## src/rtl/lfsr_weight_gen.sv

```systemverilog
// rtl/lfsr_weight_gen.sv - multi-lane Galois LFSR weight generator with valid/ready streaming
module lfsr_weight_gen #(
  parameter int                WIDTH = 16,
  parameter int                LANES = 4,
  parameter logic [WIDTH-1:0]  TAPS  = 16'hB400,
  parameter logic [WIDTH-1:0]  SEED  = 16'hACE1,
  parameter int                CNT_W = 16
) (
  input  logic                     clk,
  input  logic                     rst,
  input  logic                     start,
  input  logic [CNT_W-1:0]         count,
  input  logic [3:0]               shift,
  input  logic                     seed_load,
  input  logic [LANES*WIDTH-1:0]   seed_in,
  output logic                     out_valid,
  input  logic                     out_ready,
  output logic [LANES*WIDTH-1:0]   out_data,
  output logic                     busy,
  output logic                     done
);

  typedef enum logic [1:0] {IDLE, RUN, FIN} state_t;

  localparam logic [WIDTH-1:0] ONE = {{(WIDTH-1){1'b0}}, 1'b1};

  state_t           state, state_nxt;
  logic [WIDTH-1:0] lane_q [LANES];
  logic [CNT_W-1:0] remaining;
  logic [3:0]       shift_q;
  logic             zero_done;
  logic             xfer;
  logic             accept;

  // Lane i resets to SEED rotated left by i; a zero result would lock the LFSR.
  function automatic logic [WIDTH-1:0] reset_seed(input int i);
    logic [WIDTH-1:0] s;
    int r;
    r = i % WIDTH;
    if (r == 0) s = SEED;
    else        s = (SEED << r) | (SEED >> (WIDTH - r));
    return (s == '0) ? ONE : s;
  endfunction

  function automatic logic [WIDTH-1:0] lfsr_step(input logic [WIDTH-1:0] s);
    return (s >> 1) ^ (s[0] ? TAPS : '0);
  endfunction

  assign xfer   = (state == RUN) && out_ready;
  assign accept = (state == IDLE) && start && (count != '0);

  always_comb begin
    state_nxt = state;
    case (state)
      IDLE:    if (accept) state_nxt = RUN;
      RUN:     if (out_ready && remaining == CNT_W'(1)) state_nxt = FIN;
      FIN:     state_nxt = IDLE;
      default: state_nxt = IDLE;
    endcase
  end

  always_ff @(posedge clk) begin
    if (rst) begin
      state     <= IDLE;
      remaining <= '0;
      shift_q   <= '0;
      zero_done <= 1'b0;
      for (int i = 0; i < LANES; i++) lane_q[i] <= reset_seed(i);
    end else begin
      state     <= state_nxt;
      zero_done <= (state == IDLE) && start && (count == '0);
      if (accept) begin
        remaining <= count;
        shift_q   <= shift;
      end else if (xfer) begin
        remaining <= remaining - CNT_W'(1);
      end
      for (int i = 0; i < LANES; i++) begin
        if (state == IDLE && seed_load)
          lane_q[i] <= (seed_in[i*WIDTH +: WIDTH] == '0) ? ONE : seed_in[i*WIDTH +: WIDTH];
        else if (xfer)
          lane_q[i] <= lfsr_step(lane_q[i]);
      end
    end
  end

  assign out_valid = (state == RUN);
  assign busy      = (state == RUN);
  assign done      = (state == FIN) || zero_done;

  for (genvar g = 0; g < LANES; g++) begin : g_out
    assign out_data[g*WIDTH +: WIDTH] = $signed(lane_q[g]) >>> shift_q;
  end

endmodule

```

## config.mk

```make
export PLATFORM = sky130hd
export DESIGN_NAME = lfsr_weight_gen
export DESIGN_NICKNAME = d
export VERILOG_FILES = /design/src/rtl/lfsr_weight_gen.sv
export SDC_FILE = /design/constraint.sdc
export NUM_CORES = 1
export LEC_CHECK = 0
export CORE_MARGIN = 3
export CORE_UTILIZATION = 47
export CTS_CLUSTER_DIAMETER = 200
export DETAILED_ROUTE_END_ITERATION = 7
export GPL_TIMING_DRIVEN = 0
export PLACE_DENSITY = 0.79
export SETUP_SLACK_MARGIN = 0.2
export SYNTH_ARGS = -nofsm -noshare
export SYNTH_HDL_FRONTEND = slang
export SYNTH_SLANG_ARGS = --single-unit
```

## constraint.sdc

```tcl
create_clock -name clk -period 3.1 [get_ports clk]
set_input_delay 0.465 -clock clk [delete_from_list [all_inputs] [get_ports clk]]
set_output_delay 0.465 -clock clk [all_outputs]
set_load 0.01 [all_outputs]
```

## Yosys cells after proc, flatten, opt, wreduce, memory -nomap -nowiden

Memories as Yosys holds them, arrays and structs flattened.
Index checks and enable logic that the tools add are counted.

- Bits in registers: 23
- Memory bits (writable): 64
- Input bits: 89
- Output and inout bits: 67
- Word-level logic and storage cells: 85
- Memories: 1

Memory list:

| memory | words | width | rd ports | clocked after Yosys merged registers in | write ports | line | text |
|---|---|---|---|---|---|---|---|
| lane_q | 4 | 16 | 4 | 0 | 4 | 28 | `logic [WIDTH-1:0] lane_q [LANES];` |

- Add/sub/neg operators: 1
- Eq/ne operators: 5
- Shift operators: 4
- Multiplexer cells: 38
- Bitwise logic cells: 12
- Reduce and logical (&&, ||, !) cells: 20

Operators with widths:

| operator | count |
|---|---|
| $mux W16 | 26 |
| $logic_not A16 Y1 | 9 |
| $sshr A16 B4 Y16 | 4 |
| $xor A15 B16 Y16 | 4 |
| $eq A16 B1 Y1 const B | 1 |
| $reduce_bool A16 Y1 | 1 |
| $sub A16 B1 Y16 const B | 1 |
| $mux W1 | 9 |
| $or A1 B1 Y1 | 8 |
| $logic_and A1 B1 Y1 | 6 |
| $mux W2 | 2 |
| $pmux W2 S2 | 1 |
| $eq A2 B1 Y1 const B | 1 |
| $eq A2 B2 Y1 const B | 1 |
| $logic_not A2 Y1 | 1 |
| $ne A2 B1 Y1 const B | 1 |
| $ne A2 B2 Y1 const B | 1 |
| $reduce_and A2 Y1 | 1 |
| $reduce_bool A2 Y1 | 1 |
| $logic_or A1 B1 Y1 | 1 |

## Depth between registers and ports, before layout

Gate-level depths: netlist (run 1).

- Word-level depth: 7
- Mapped depth: 8
- Depth with buffers taken out: 6

## Worst setup path before layout (run 1)

OpenSTA, ideal clock, no wires.

- Path type: register to register
- From: reg state[0]
- To: mem lane_q[0][0], enable pin
- Library setup time: 0.464 ns
- Data arrival time: 2.872 ns
- Required time: 2.636 ns
- Path slack: -0.236 ns
- Stages on the path, launching flop included: 4
- Path buffers: 1
- Period minus slack after synthesis: 3.336 ns
- Cells stage by stage: dfxtp_1 clkbuf_1 mux2i_1 o21bai_1

RTL lines:

| what | line | text |
|---|---|---|
| from (decl) | 27 | `state_t state, state_nxt;` |
| from (signal assigned) | 70 | `state <= state_nxt;` |
| to (decl) | 28 |  |

## Worst setup path after layout (run 1)

- From: reg shift_q[0]
- To: out out_data[16]

- Longest elaborated chain between the ends: 1

RTL lines:

| what | line | text |
|---|---|---|
| from (decl) | 30 | `logic [3:0] shift_q;` |
| from (signal assigned) | 74 | `shift_q <= shift;` |
| $sshr A16 B4 Y16 | 92 | `assign out_data[g*WIDTH +: WIDTH] = $signed(lane_q[g]) >>> shift_q;` |
| to (decl) | 18 | `output logic [LANES*WIDTH-1:0] out_data,` |

No other way between the ends.

==> out/results.tsv, run 1 <==
stage	metric	value	unit
clocking	Clock Latency Late Sink	0.36	ns
clocking	CTS tree	built	
routing	routed wire length	24690	µm
sta	Max Transition Viols Final	0	
clocking	Clock Tree Buf Depth	2	
worst_setup_path	Largest stage delay, worst path	0.55	ns
sta	count of final hold-check violations	0	
clocking	H-tree depth	3	
power_and_ir_drop	sequential share of power	36.2	%
worst_setup_path	Crit path required time	2.63	ns
flow_run	Max-Cap Viols	0	
yosys	area leader, netlist	edfxtp_1	
power_and_ir_drop	Comb pwr share	36.1	%
worst_setup_path	nature of the critical path endpoint	primary output	
sta	setup violators final	0	
floorplanning	core area	13990	µm²
yosys	Yosys reg bits	87	
clocking	clock transition at the registers of the reported paths	0.07	ns
power_and_ir_drop	Clock Power Share	27.6	%
yosys	Post-synth ARST share	0	%
sta	setup total negative slack	0	ns
cells_and_area	Core Util, Final	65.71	%
floorplanning	Die Area	15940	µm²
worst_setup_path	Critical Path Fanout Max	10	
place	global placer's final weighted congestion	0.9669	
routing	Wirelength per Cell	25.48	µm
place	DP HPWL	17950	µm
cells_and_area	share of cells above drive strength 1	23.70	%
outcome	run status	finished clean	
power_and_ir_drop	Pleak	3.170	nW
yosys	Synth area leaders	edfxtp_1, mux4_2, dfxtp_1	
yosys	post-synth top area share	28.27	%
clocking	CTS root buf	clkbuf_16	
place	Area after DPL	8606	µm²
cells_and_area	area delta synth->final	35.21	%
sta	Least-Margin Pin Slew	1.071	ns
worst_setup_path	cell family with most CP delay	multiplexers	
yosys	yosys synthesis warning count	0	
routing	drt drc	0	
power_and_ir_drop	Internal	0.002767	W
yosys	Cell Area, Synth	6798	µm²
yosys	Distinct cells, synth	57	
cells_and_area	final non-filler cell area	9191	µm²
worst_setup_path	Worst EP arrival	2.51	ns
worst_setup_path	Crit path top cell by count	mux4_2	
yosys	post-synthesis sequential area ratio	35.05	%
yosys	Mapped Cells	605	
place	IO buf count	155	
power_and_ir_drop	pwr dens	445.3	nW/µm²
routing	wire length on met2	11740	µm
cells_and_area	antenna cells	0	
floorplanning	row count	43	
global_route	vias in the first global route	6413	
routing	drt first-iter violations	775	
routing	M1 WL	9557	µm
global_route	remaining global-route overflow	0	
power_and_ir_drop	total power	0.004093	W
floorplanning	Die W	126.3	µm
routing	via count	6619	
global_route	first-pass GRT wire length	36890	µm
routing	ANT nets after route	0	
yosys	Post-synth EDFFs	64	
yosys	synthesized area per cell	11.24	µm²
floorplanning	Starting Density	48.60	%
clocking	clk sinks	87	
global_route	largest net degree at the start of global routing	33	
routing	metal3 WL	2281	µm
power_and_ir_drop	Max IR drop VDD	0.3291	mV
sta	Clock Skew	0.007840	ns
worst_setup_path	CP Cell Sequence	buf_8, buf_12, mux4_2, mux4_2, clkdlybuf4s50_1	
sta	fin crit share	95.83	%
sta	Max Fclk	336.6	MHz
clocking	CTS Hold Buffers Added	0	
worst_setup_path	Worst Path Buf+Inv	3	
global_route	initial antenna violation count	0	
sta	hold_ws	0.4900	ns
yosys	syn nets	696	
power_and_ir_drop	Sw Share	32.40	%
sta	slew margin rel.	27.60	%
routing	DR pass1 iterations	5	
sta	fin crit period	2.971	ns
worst_setup_path	Worst path slowest cell	mux4_2	
floorplanning	top-level I/O count	156	
floorplanning	Die Y	126.3	µm
worst_setup_path	Setup Crit Path Kind	reg2out	
yosys	top_reg_cell synth	edfxtp_1	
sta	RSZ-0062 raised after global routing	true	
clocking	TritonCTS buffer count	9	
routing	Top Layer Used	met4	
power_and_ir_drop	sw power	0.001326	W
cells_and_area	nets	875	
worst_setup_path	Critical Path Source Type	flop	
min_path	HP Class	reg2reg	
global_route	GR Util All Layers	29.93	%
routing	vias per std cell	6.831	
-- what timing repair did --
item | CTS | global route
gates resized for setup | 97 | 37
setup buffers | 7 | 4
gates cloned | 1 | 0
setup endpoints to repair | 60 | 35
pin swaps | 1 | 0
-- kinds of logic (layout without fill, tap and decap cells) --
group                    after synthesis  in the layout  synth area share [%]
flip-flops                            87             87                 35.05
adder cells (fa/ha/maj)                2              2                0.3681
AND/OR/NAND/NOR                      158            158                 12.42
XOR/XNOR                              12             12                 1.546
multiplexers                         114            114                 28.35
buffers and inverters                 67            251                 4.693
AO/OA/AOI/OAI                        165            165                 17.58
-- cell usage in the layout (no fill, tap or decap), drive strengths merged, types with 22 or more instances in the layout --
master and n:
mux2i 26, dlygate4sd2 32, nand2 49, mux4 60, buf 37, clkbuf 53
dfxtp 23, nor2 26, edfxtp 64, mux2 28, a21oi 36, a22o 27
o22a 22, clkdlybuf4s50 105
-- power by group through the flow --
stage,combinational [W],sequential [W],clock [W]
3_5_place_dp,0.00146,0.00150,0
2_1_floorplan,0.000814,0.00145,0
6_report,0.00148,0.00148,0.00113
3_3_place_gp,0.00143,0.00149,0
4_1_cts,0.00144,0.00147,0.00113
5_1_grt,0.00156,0.00149,0.00118
-- path summary, 6_finish.rpt --
check | start | endpoint | slack [ns] | cells past startpoint
worst max-delay path | shift_q[0]$_SDFFE_PP0P_ | out_data[16] | 0.13 | 5
worst min-delay path | remaining[1]$_SDFFE_PP0P_ | remaining[1]$_SDFFE_PP0P_ | 0.49 | 2
worst min register to register | remaining[1]$_SDFFE_PP0P_ | remaining[1]$_SDFFE_PP0P_ | 0.49 | 2
worst max register to register | state[0]$_SDFFE_PP0P_ | lane_q[2][13]$_SDFFCE_PN1P_ | 0.50 | 5
-- routing by layer --
layer,vias to the layer above,GRT usage (%)
met5,-,0
met4,0,13.75
met3,78,4.580
met2,490,47.42
met1,3238,40.78
li1,2813,-
-- flip-flops by register name, summed over array words and instances (netlist names) --
signal,count
lane_q,64
remaining,16
shift_q,4
state,2
zero_done,1
-- per-stage QoR --
stage,setup slack [ns],instances
finish,0.1292,969
CTS,0.07192,965
global placement,-0.2842,940
global route,0.08014,969
floorplan,0.7753,605
detailed placement,-0.05849,941
-- cells in the mapped netlist, drive strengths merged (2+ instances only) --
cell type,instances
or2,3
a21oi,36
clkbuf,37
nor2b,12
dfxtp,23
or4,7
o311ai,4
ha,2
o21bai,2
nand3,6
o21a,16
and3b,2
buf,26
mux4,60
nand2,49
o211ai,4
a22o,27
o41ai,2
nor3b,4
xnor2,11
o21ai,19
a2bb2oi,2
nand4,5
inv,4
o22a,22
mux2,28
nor3,5
nand4b,2
a211oi,12
or3,7
mux2i,26
nand2b,5
a31o,4
a31oi,9
edfxtp,64
nand3b,3
nor4,19
nor2,26
-- worst reg2reg max path: cells and delay by family, from the launching register on --
| family | cells | cell delay (ns) |
|---|---|---|
| buffers and inverters | 2 | 0.91 |
| AO/OA/AOI/OAI | 1 | 0.16 |
| flip-flops | 1 | 0.32 |
| AND/OR/NAND/NOR | 2 | 0.92 |
-- layout make-up --
class / count / area, µm²
Buffer: 63 / 452.9
Clock buffer: 9 / 225.2
Clock inverter: 7 / 80.08
Fill cell: 1090 / 4797
Inverter: 4 / 15.01
Multi-Input combinational cell: 451 / 4173
Sequential cell: 87 / 2384
Tap cell: 180 / 225.2
Timing Repair Buffer: 168 / 1637
Note: power is estimated with default switching activity, not from simulation.
==> inputs of run 2 (changes only) <==
- CTS_CLUSTER_SIZE: default -> 20
==> results of run 2 <==
No change in the layout: final DEF, timing and power equal those of run 1.
==> inputs of run 3 (changes only) <==
- ABC_AREA: default -> 1
- MAX_ROUTING_LAYER: default -> met4
- PLACE_DENSITY: 0.79 -> 0.78
- TNS_END_PERCENT: default -> 100
==> run 3 against run 2 <==
Cell count grew 48%. Critical path depth is 1 higher. Highest routed layer unchanged. Synthesized cell count is 79% higher. Die area is 1.7% higher.
==> out/results.tsv, run 3 <==
stage	metric	value	unit	change
place	global placer's final weighted congestion	0.9784		+1.2%
worst_setup_path	Critical Path Source Type	flop		
global_route	first-pass GRT wire length	38960	µm	+5.6%
sta	RSZ-0062 raised after global routing	true		
flow_run	Max-Cap Viols	0		unchanged
power_and_ir_drop	Pleak	4.015	nW	+27%
cells_and_area	Core Util, Final	64.28	%	-1.4 points
yosys	most frequent cell after synthesis	nand2_1		
cells_and_area	commonest non-fill, non-tap cell in the layout	nand2_1		
sta	fin crit share	90.64	%	-5.2 points
yosys	Mapped Cells	1082		+79%
min_path	HP Class	reg2reg		
floorplanning	Starting Density	48.89	%	+0.29 points
sta	count of final hold-check violations	0		unchanged
sta	Clock Skew	0.004551	ns	-0.003289 ns
floorplanning	Die Y	127.3	µm	+0.84%
sta	setup violators final	0		unchanged
worst_setup_path	Worst EP arrival	2.34	ns	-0.17 ns
clocking	Clock Tree Buf Depth	2		unchanged
clocking	post-CTS setup buffer count	0		-7
yosys	Synth area leaders	edfxtp_1, nand2_1, o21ai_0		
cells_and_area	filler cell count	1357		+24%
cells_and_area	Largest regs	lane_q: 64 flops, remaining: 16 flops, shift_q: 4 flops		
worst_setup_path	Worst path slowest cell	clkdlybuf4s50_1		
sta	slew margin rel.	48.48	%	+21 points
global_route	largest net degree at the start of global routing	33		unchanged
yosys	post-synth top area share	27.78	%	-0.49 points
sta	fin crit period	2.810	ns	-0.1610 ns
cells_and_area	final non-filler cell area	9095	µm²	-1.0%
global_route	vias in the first global route	7347		+15%
yosys	yosys synthesis warning count	0		unchanged
floorplanning	top-level I/O count	156		unchanged
sta	Max Fclk	355.9	MHz	+5.7%
floorplanning	core area	14150	µm²	+1.2%
yosys	Post-synth EDFFs	64		unchanged
cells_and_area	max FFs per register	64		unchanged
floorplanning	Die W	127.3	µm	+0.84%
sta	Least-Margin Pin Slew	0.7710	ns	-0.2999 ns
worst_setup_path	Critical Path Fanout Max	10		unchanged
cells_and_area	share of cells above drive strength 1	7.018	%	-17 points
routing	Wirelength per Cell	17.71	µm	-30%
place	IO buf count	155		unchanged
place	DP HPWL	20540	µm	+14%
cells_and_area	largest reg by FF count	lane_q		
sta	Max Transition Viols Final	0		unchanged
yosys	Cell Area, Synth	6918	µm²	+1.8%
yosys	Yosys reg bits	87		unchanged
worst_setup_path	Worst Path Buf+Inv	2		-1
clocking	clock transition at the registers of the reported paths	0.06	ns	about the same
cells_and_area	antenna cells	0		unchanged
place	Area after DPL	8717	µm²	+1.3%
worst_setup_path	Largest stage delay, worst path	0.58	ns	+0.03 ns
routing	vias per std cell	5.589		-18%
floorplanning	row count	43		unchanged
clocking	CTS tree	built		
worst_setup_path	CP Cell Sequence	clkbuf_4, o21ai_0, o21ai_0, o21ai_1, o21ai_0, clkdlybuf4s50_1		
cells_and_area	nets	1340		+53%
routing	routed wire length	25400	µm	+2.9%
yosys	top_reg_cell synth	edfxtp_1		
power_and_ir_drop	pwr dens	468.7	nW/µm²	+5.2%
floorplanning	Die Area	16210	µm²	+1.7%
worst_setup_path	cell family with most CP delay	compound AO/OA/AOI/OAI gates		
clocking	Clock Latency Late Sink	0.35	ns	about the same
outcome	run status	finished clean		
worst_setup_path	Crit path top cell by count	o21ai_0		
routing	ANT nets after route	0		unchanged
yosys	top post-synthesis cells by count	nand2_1, o21ai_0, inv_1		
worst_setup_path	Setup Crit Path Kind	reg2out		
yosys	syn nets	1173		+69%
yosys	area leader, netlist	edfxtp_1		
yosys	post-synthesis sequential area ratio	34.44	%	-0.61 points
routing	drt drc	0		unchanged
worst_setup_path	Crit path required time	2.63	ns	about the same
global_route	remaining global-route overflow	0		unchanged
clocking	clk sinks	87		unchanged
worst_setup_path	nature of the critical path endpoint	primary output		
yosys	Distinct cells, synth	36		-37%
routing	DR pass1 iterations	6		+1
clocking	CTS root buf	clkbuf_16		
yosys	Post-synth ARST share	0	%	unchanged
cells_and_area	commonest non-fill, non-tap cells in the layout	nand2_1, clkdlybuf4s50_1, o21ai_0		
routing	via count	8015		+21%
sta	hold_ws	0.4909	ns	+0.0009610 ns
routing	drt first-iter violations	885		+14%
yosys	synthesized area per cell	6.394	µm²	-43%
clocking	TritonCTS buffer count	9		unchanged
global_route	GR Util All Layers	31.43	%	+1.5 points
power_and_ir_drop	Max IR drop VDD	0.3226	mV	-2.0%
clocking	H-tree depth	3		unchanged
cells_and_area	area delta synth->final	31.47	%	
global_route	initial antenna violation count	0		unchanged
[run 3: report_power, final]
group          switching (W)  internal, W
Clock               0.000479     0.000631
Sequential         0.0000804      0.00136
Combinational       0.000970     0.000747
[run 3: tightest hold or removal path: cells and delay by family, from the launching register on]
family	cells	cell delay (ns)
AOI/OAI and AO/OA	1	0.06
and+or+nand+nor	1	0.06
DFF	1	0.32
[run 3: path summary, 6_finish.rpt]
path / from / endpoint / slack [ns] / cells after the start
setup / recovery: shift_q[0]$_SDFFE_PP0P_ / out_data[1] / 0.29 / 6
hold / removal: remaining[0]$_SDFFE_PP0P_ / remaining[0]$_SDFFE_PP0P_ / 0.49 / 2
setup reg to reg: state[1]$_SDFFE_PP0P_ / lane_q[3][4]$_DFFE_PP_ / 0.81 / 5
hold reg to reg: remaining[0]$_SDFFE_PP0P_ / remaining[0]$_SDFFE_PP0P_ / 0.49 / 2
[run 3: timing repair]
item / in CTS / in global routing
pin swaps: 0 / 1
hold buffers: 0 / 0
setup endpoints to repair: 17 / 102
resized for setup: 7 / 62
endpoints found under the hold margin: 0 / 0
[run 3: layout make-up]
cell class	count	area (µm²)	area share (%)
Tap cell	180	225.2	2.476
Clock buffer	10	229.0	2.518
Timing Repair Buffer	156	1588	17.46
Multi-Input combinational cell	817	3804	41.82
Buffer	73	400.4	4.402
Sequential cell	87	2384	26.21
Clock inverter	6	68.82	0.7566
Inverter	105	396.6	4.361
[run 3: cell families (layout without fill, tap and decap cells)]
kind of cell	after synthesis	in the layout	synth area share, %
simple gates	534	534	31.74
compound gates	261	261	19.97
buf+inv	178	350	10.80
flops	87	87	34.44
xor+xnor	11	11	1.393
mux	9	9	1.302
fa+ha+maj	2	2	0.3617
[run 3: metal layers]
| layer | share of wire, % | up-vias | wire, µm | GRT usage, % |
|---|---|---|---|---|
| li1 | - | 3939 | - | - |
| met2 | 45 | 458 | 11530 | 50.05 |
| met4 | 2.0 | 0 | 502 | 8.139 |
| met5 | 0 | - | 0 | - |
| met1 | 43 | 3569 | 10850 | 41.53 |
| met3 | 9.9 | 49 | 2521 | 5.769 |
[run 3: metrics by stage]
stage	instances	setup TNS, ns	setup WS [ns]	power [W]
global route	1434	0	0.1904	0.004486
global placement	1417	-50.02	-1.025	0.003116
detailed placement	1418	-6.070	-0.1353	0.003133
finish	1434	0	0.2902	0.004263
CTS	1434	0	0.2002	0.004226
floorplan	1082	0	0.5242	0.002349
==> edit 1: new RTL, settings of run 3 <==
`TAPS`: 16'hB400 -> 16'h8700.
--- a/src/rtl/lfsr_weight_gen.sv
+++ b/src/rtl/lfsr_weight_gen.sv
@@ -2,7 +2,7 @@
 module lfsr_weight_gen #(
   parameter int                WIDTH = 16,
   parameter int                LANES = 4,
-  parameter logic [WIDTH-1:0]  TAPS  = 16'hB400,
+  parameter logic [WIDTH-1:0]  TAPS  = 16'h8700,
   parameter logic [WIDTH-1:0]  SEED  = 16'hACE1,
   parameter int                CNT_W = 16
 ) (
Function: changed (Yosys sat finds a counterexample within 4 cycles, from zero or initial values and one cycle with rst high).
==> edit 1 against run 3 <==
  * Power rose by 1.7%
  * Register-to-register slack improved by 0.42 ns
  * Setup slack got worse by 0.0091 ns
  * Sequential cell count did not move
  * Global-route usage rose by 0.063 points
  * Synthesized area rose by 1.1%
  * Wire length rose by 0.76%
  * Largest power group unchanged
  * Cell area rose by 0.63%
  * Critical endpoint is now out_data[48]
==> edit 1: results (changes against run 3) <==
Run status
  • Outcome: finished, final reports clean

Synth
  • Top post-synthesis cells by area: edfxtp_1 (27%), nand2_1 (18%), o21ai_0 (6.9%)
  • Post-synth EDFFs: 64 (unchanged)
  • Syn_nets: 1152 (-1.8%)
  • Register area share after synthesis: 34.1% (-0.38 points)
  • Avg Cell Area, Syn: 6.59 µm² (+3.1%)
  • Area fraction of the dominant cell type after synthesis: 27.5% (-0.31 points)
  • Commonest cells post-synth: nand2_1 (332), inv_1 (97), o21ai_0 (97)
  • Primary FF master, synth: edfxtp_1
  • Synth cell types: 43 (+19%)

Placement
  • Final HPWL DP: 20.6 mm (about the same)
  • Dpl ws: 0.286 ns (+0.422 ns)
  • PortBufs: 155 (unchanged)
  • Area after DPL: 8790 µm² (+0.89%)
  • Routability cong.: 0.978 (about the same)

Critical path
  • CP Data Arrival Time: 2.35 ns
  • Worst-path fanout max: 10 (unchanged)

Global routing
  • GRT Total Usage: 31.5% (+0.063 points)
  • First-pass GRT wire length: 39.3 mm (+0.92%)
  • Vias in the first global route: 7271 (-1.0%)
  • Largest net degree at the start of global routing: 38 (+15%)

Power
  • Psw: 1.57 mW (+2.5%)
  • Comb pwr share: 40.1% (-0.2 points)
  • VDD IR max: 388 µV (+20%)
  • Switching part of the total: 36.2% (+0.30 points)
  • Leak pwr: 4.04 nW (+0.59%)
  • Clk pwr share: 26.6% (+0.6 points)

Worst hold path
  • Hold Path Class: reg -> reg

Finish
  • Area of the multi-input gates: 3800 µm² (about the same)
  • Final-layout fill cell count: 1318 (-2.9%)
  • Layout cells sized above 1: 7.79% (+0.77 points)
  • Nets: 1319 (-1.6%)

Drt
  • Drt pass-1 iters: 5 (-1)
  • Drt initial violations: 753 (-15%)
  • DR WL/cell: 18.1 µm (+2.3%)
  • DR vias/cell: 5.63 (+0.79%)
  • Via count: 7960 (-0.69%)

Clock tree
  • Root Buffer: clkbuf_16
  • Total CTS buffers: 9 (unchanged)
  • H-tree depth: 3 (unchanged)
  • CTS clk-pin slew, worst paths: 0.07 ns
  • Total setup buffers inserted after CTS: 0 (unchanged)
  • Worst-skew pair later-pin latency: 0.35 ns (about the same)

STA
  • Clock Skew: 0.00741 ns (+0.00286 ns)
  • Slew @ Worst Pin: 0.732 ns (-0.0391 ns)
-- edit 1: final cells by class --
class	count	share of cell area [%]
plain buffers	74	4.77
multi-input cells	794	41.5
inverters	106	4.37
clock inverters	7	0.943
clock buffers	9	2.46
well taps	180	2.46
flip-flops and latches	87	26.0
repair buffers	156	17.4
-- edit 1: worst paths after layout --
check                             startpoint            to  slack, ns  depth (start not counted)
worst min register to register  remaining[0]  remaining[0]       0.50                          2
worst max register to register      state[1]  lane_q[3][4]       1.23                          7
worst max-delay path              shift_q[0]  out_data[48]       0.28                          9
worst min-delay path            remaining[0]  remaining[0]       0.50                          2
-- edit 1: timing repair --
action,4_1_cts,5_1_grt
resized for setup,1,34
cloned,0,0
pin swaps,0,2
hold buffers,0,0
endpoints found under the setup margin,1,38
-- edit 1: critical path: stages, from the launching register on --
cell             delay (ns)
dfxtp_1                0.31
buf_6                  0.13
buf_6                  0.14
clkbuf_4               0.19
o21ai_0                0.26
o211ai_1               0.15
o21ai_1                0.13
nand2_1                0.07
nand2_1                0.09
clkdlybuf4s50_1        0.53
-- edit 1: routing by layer --
| metal | vias up | GRT usage (%) | share of wire (%) |
|---|---|---|---|
| met4 | 0 | 8.49 | 2.2 |
| met2 | 473 | 49.0 | 45 |
| li1 | 3895 | - | - |
| met3 | 49 | 6.96 | 11 |
| met5 | - | - | 0 |
| met1 | 3543 | 41.7 | 42 |
-- edit 1: cell families (layout without fill, tap and decap cells) --
family                     count (synthesis)  in the layout  synth area share (%)
buffers and inverters                    180            352                  11.7
DFF                                       87             87                  34.1
xor gates and xnor gates                  14             14                  1.75
muxes                                     10             10                  1.43
AOI/OAI and AO/OA                        268            268                  20.8
adders and majority gates                  2              2                 0.358
and+or+nand+nor                          500            500                  29.9
==> edit 2: new RTL, config.mk and constraints of run 3 <==
Without the edit above. Make the reset (`rst`) asynchronous in one clocked block.
--- a/src/rtl/lfsr_weight_gen.sv
+++ b/src/rtl/lfsr_weight_gen.sv
@@ -59,7 +59,7 @@
     endcase
   end
 
-  always_ff @(posedge clk) begin
+  always_ff @(posedge clk or posedge rst) begin
     if (rst) begin
       state     <= IDLE;
       remaining <= '0;
Function: differs if rst is asserted again (counterexample within 4 cycles, from zero or initial values and one cycle with rst high); with rst held inactive, the same outputs for 4 cycles.
==> edit 2 against run 3 <==
  * Synthesized area grew 11%
  * Utilization shrank 2.5 points
  * Die area grew 11%
  * Cell area grew 8.3%
  * Sequential cell count is the same
  * Critical path type unchanged
  * Wire length grew 13%
  * Setup slack lost 0.0055 ns
  * Count of clock-buffer cells in the layout grew 2
  * Critical path depth grew 2
Power is not compared: it rests on default switching activity, and its combinational part moved more than twofold at a synthesized area within 25%.
==> edit 2: results (changes against run 3) <==
Clock tree
  • Post-CTS sizing: 0 (-7)

Synth
  • Synth cell types: 39 (+8.3%)
  • Register area share after synthesis: 28.8% (-5.6 points)
  • Top post-synthesis cells by area: nand2_1 (21%), dfrtp_1 (18%), dfstp_2 (11%)
  • Primary FF master, synth: dfrtp_1

Global routing
  • First-pass GRT wire length: 44.8 mm (+15%)
  • Largest net degree at the start of global routing: 65 (+97%)
  • GRT Total Usage: 32.4% (+0.95 points)

Drt
  • Via count: 9329 (+16%)
  • DR WL/cell: 17.6 µm (-0.57%)

Critical path
  • CP startpoint: shift_q[1]
  • Worst r2r src: state[1]
  • Slowest cell delay on critical path: 0.48 ns (-0.10 ns)

STA
  • Clock Skew: 0.00389 ns (-0.000665 ns)
  • Crit path time final: 2.82 ns (+0.00550 ns)
  • Worst Hold Slack: 0.434 ns (-0.0573 ns)
  • Slew @ Worst Pin: 0.688 ns (-0.0829 ns)

Placement
  • Routability cong.: 1.04 (+5.9%)
  • Final HPWL DP: 22.6 mm (+9.9%)
  • Dpl ws: 0.597 ns (+0.732 ns)

Run status
  • Outcome: finished, final reports clean

Finish
  • Nets: 1498 (+12%)
  • Final-layout fill cell count: 1570 (+16%)
  • Layout cells sized above 1: 11.3% (+4.2 points)

Worst hold path
  • Hold Path Class: in -> async
edit 2: cells by family after synthesis:
logic type | Yosys count | share of synthesized area, %
compound gates | 226 | 18.7
xor+xnor | 10 | 1.14
fa+ha+maj | 2 | 0.325
buf+inv | 199 | 12.5
flops | 87 | 28.8
simple gates | 717 | 38.5
edit 2: worst paths after layout:
check	to	cells after the start
worst max register to register	lane_q[32]	7
max in group asynchronous	lane_q[54]	3
worst min-delay path	remaining[11]	2
worst min register to register	lane_q[9]	2
worst max-delay path	out_data[50]	8
min in group clk	lane_q[9]	2
edit 2: critical path, delay by kind of cell, from the launching register on:
| family | cells | cell delay, ns |
|---|---|---|
| AOI/OAI and AO/OA | 1 | 0.15 |
| buffers and inverters | 3 | 1.11 |
| DFF | 1 | 0.39 |
| and+or+nand+nor | 4 | 0.36 |
edit 2: power by group through the flow:
stage / Sequential (mW) / Combinational (mW) / Clock [mW]
final: 2.44 / 8.70 / 1.16
after global routing: 2.49 / 9.50 / 1.21
after CTS: 2.39 / 8.57 / 1.17
after detailed placement: 2.40 / 8.53 / 0
after global placement: 2.39 / 8.42 / 0
after floorplan: 2.18 / 5.42 / 0
edit 2: metal layers:
| metal | up-vias | routed length, µm | global-route usage, % |
|---|---|---|---|
| li1 | 4384 | - | - |
| met1 | 4291 | 10800 | 38.2 |
| met2 | 550 | 13700 | 53.8 |
| met3 | 104 | 2730 | 5.63 |
| met4 | 0 | 1540 | 15.6 |
| met5 | - | 0 | - |
edit 2: final cells by class:
class	instances	area (µm²)	area share, %
Clock buffer	12	236	2.40
Sequential cell	87	2220	22.5
Multi-Input combinational cell	955	4510	45.8
Clock inverter	4	70.1	0.711
Inverter	114	433	4.39
Buffer	84	536	5.44
Tap cell	216	270	2.74
Timing Repair Buffer	156	1580	16.0
edit 2: stage by stage:
step	instance area, µm²	instances	utilization (%)	total power, mW
final	9850	1628	61.8	12.3
after global routing	9850	1628	61.8	13.2
after CTS	9850	1629	61.8	12.1
after detailed placement	9540	1613	59.8	10.9
after global placement	9510	1612	59.6	10.8
after floorplan	7690	1241	-	7.60
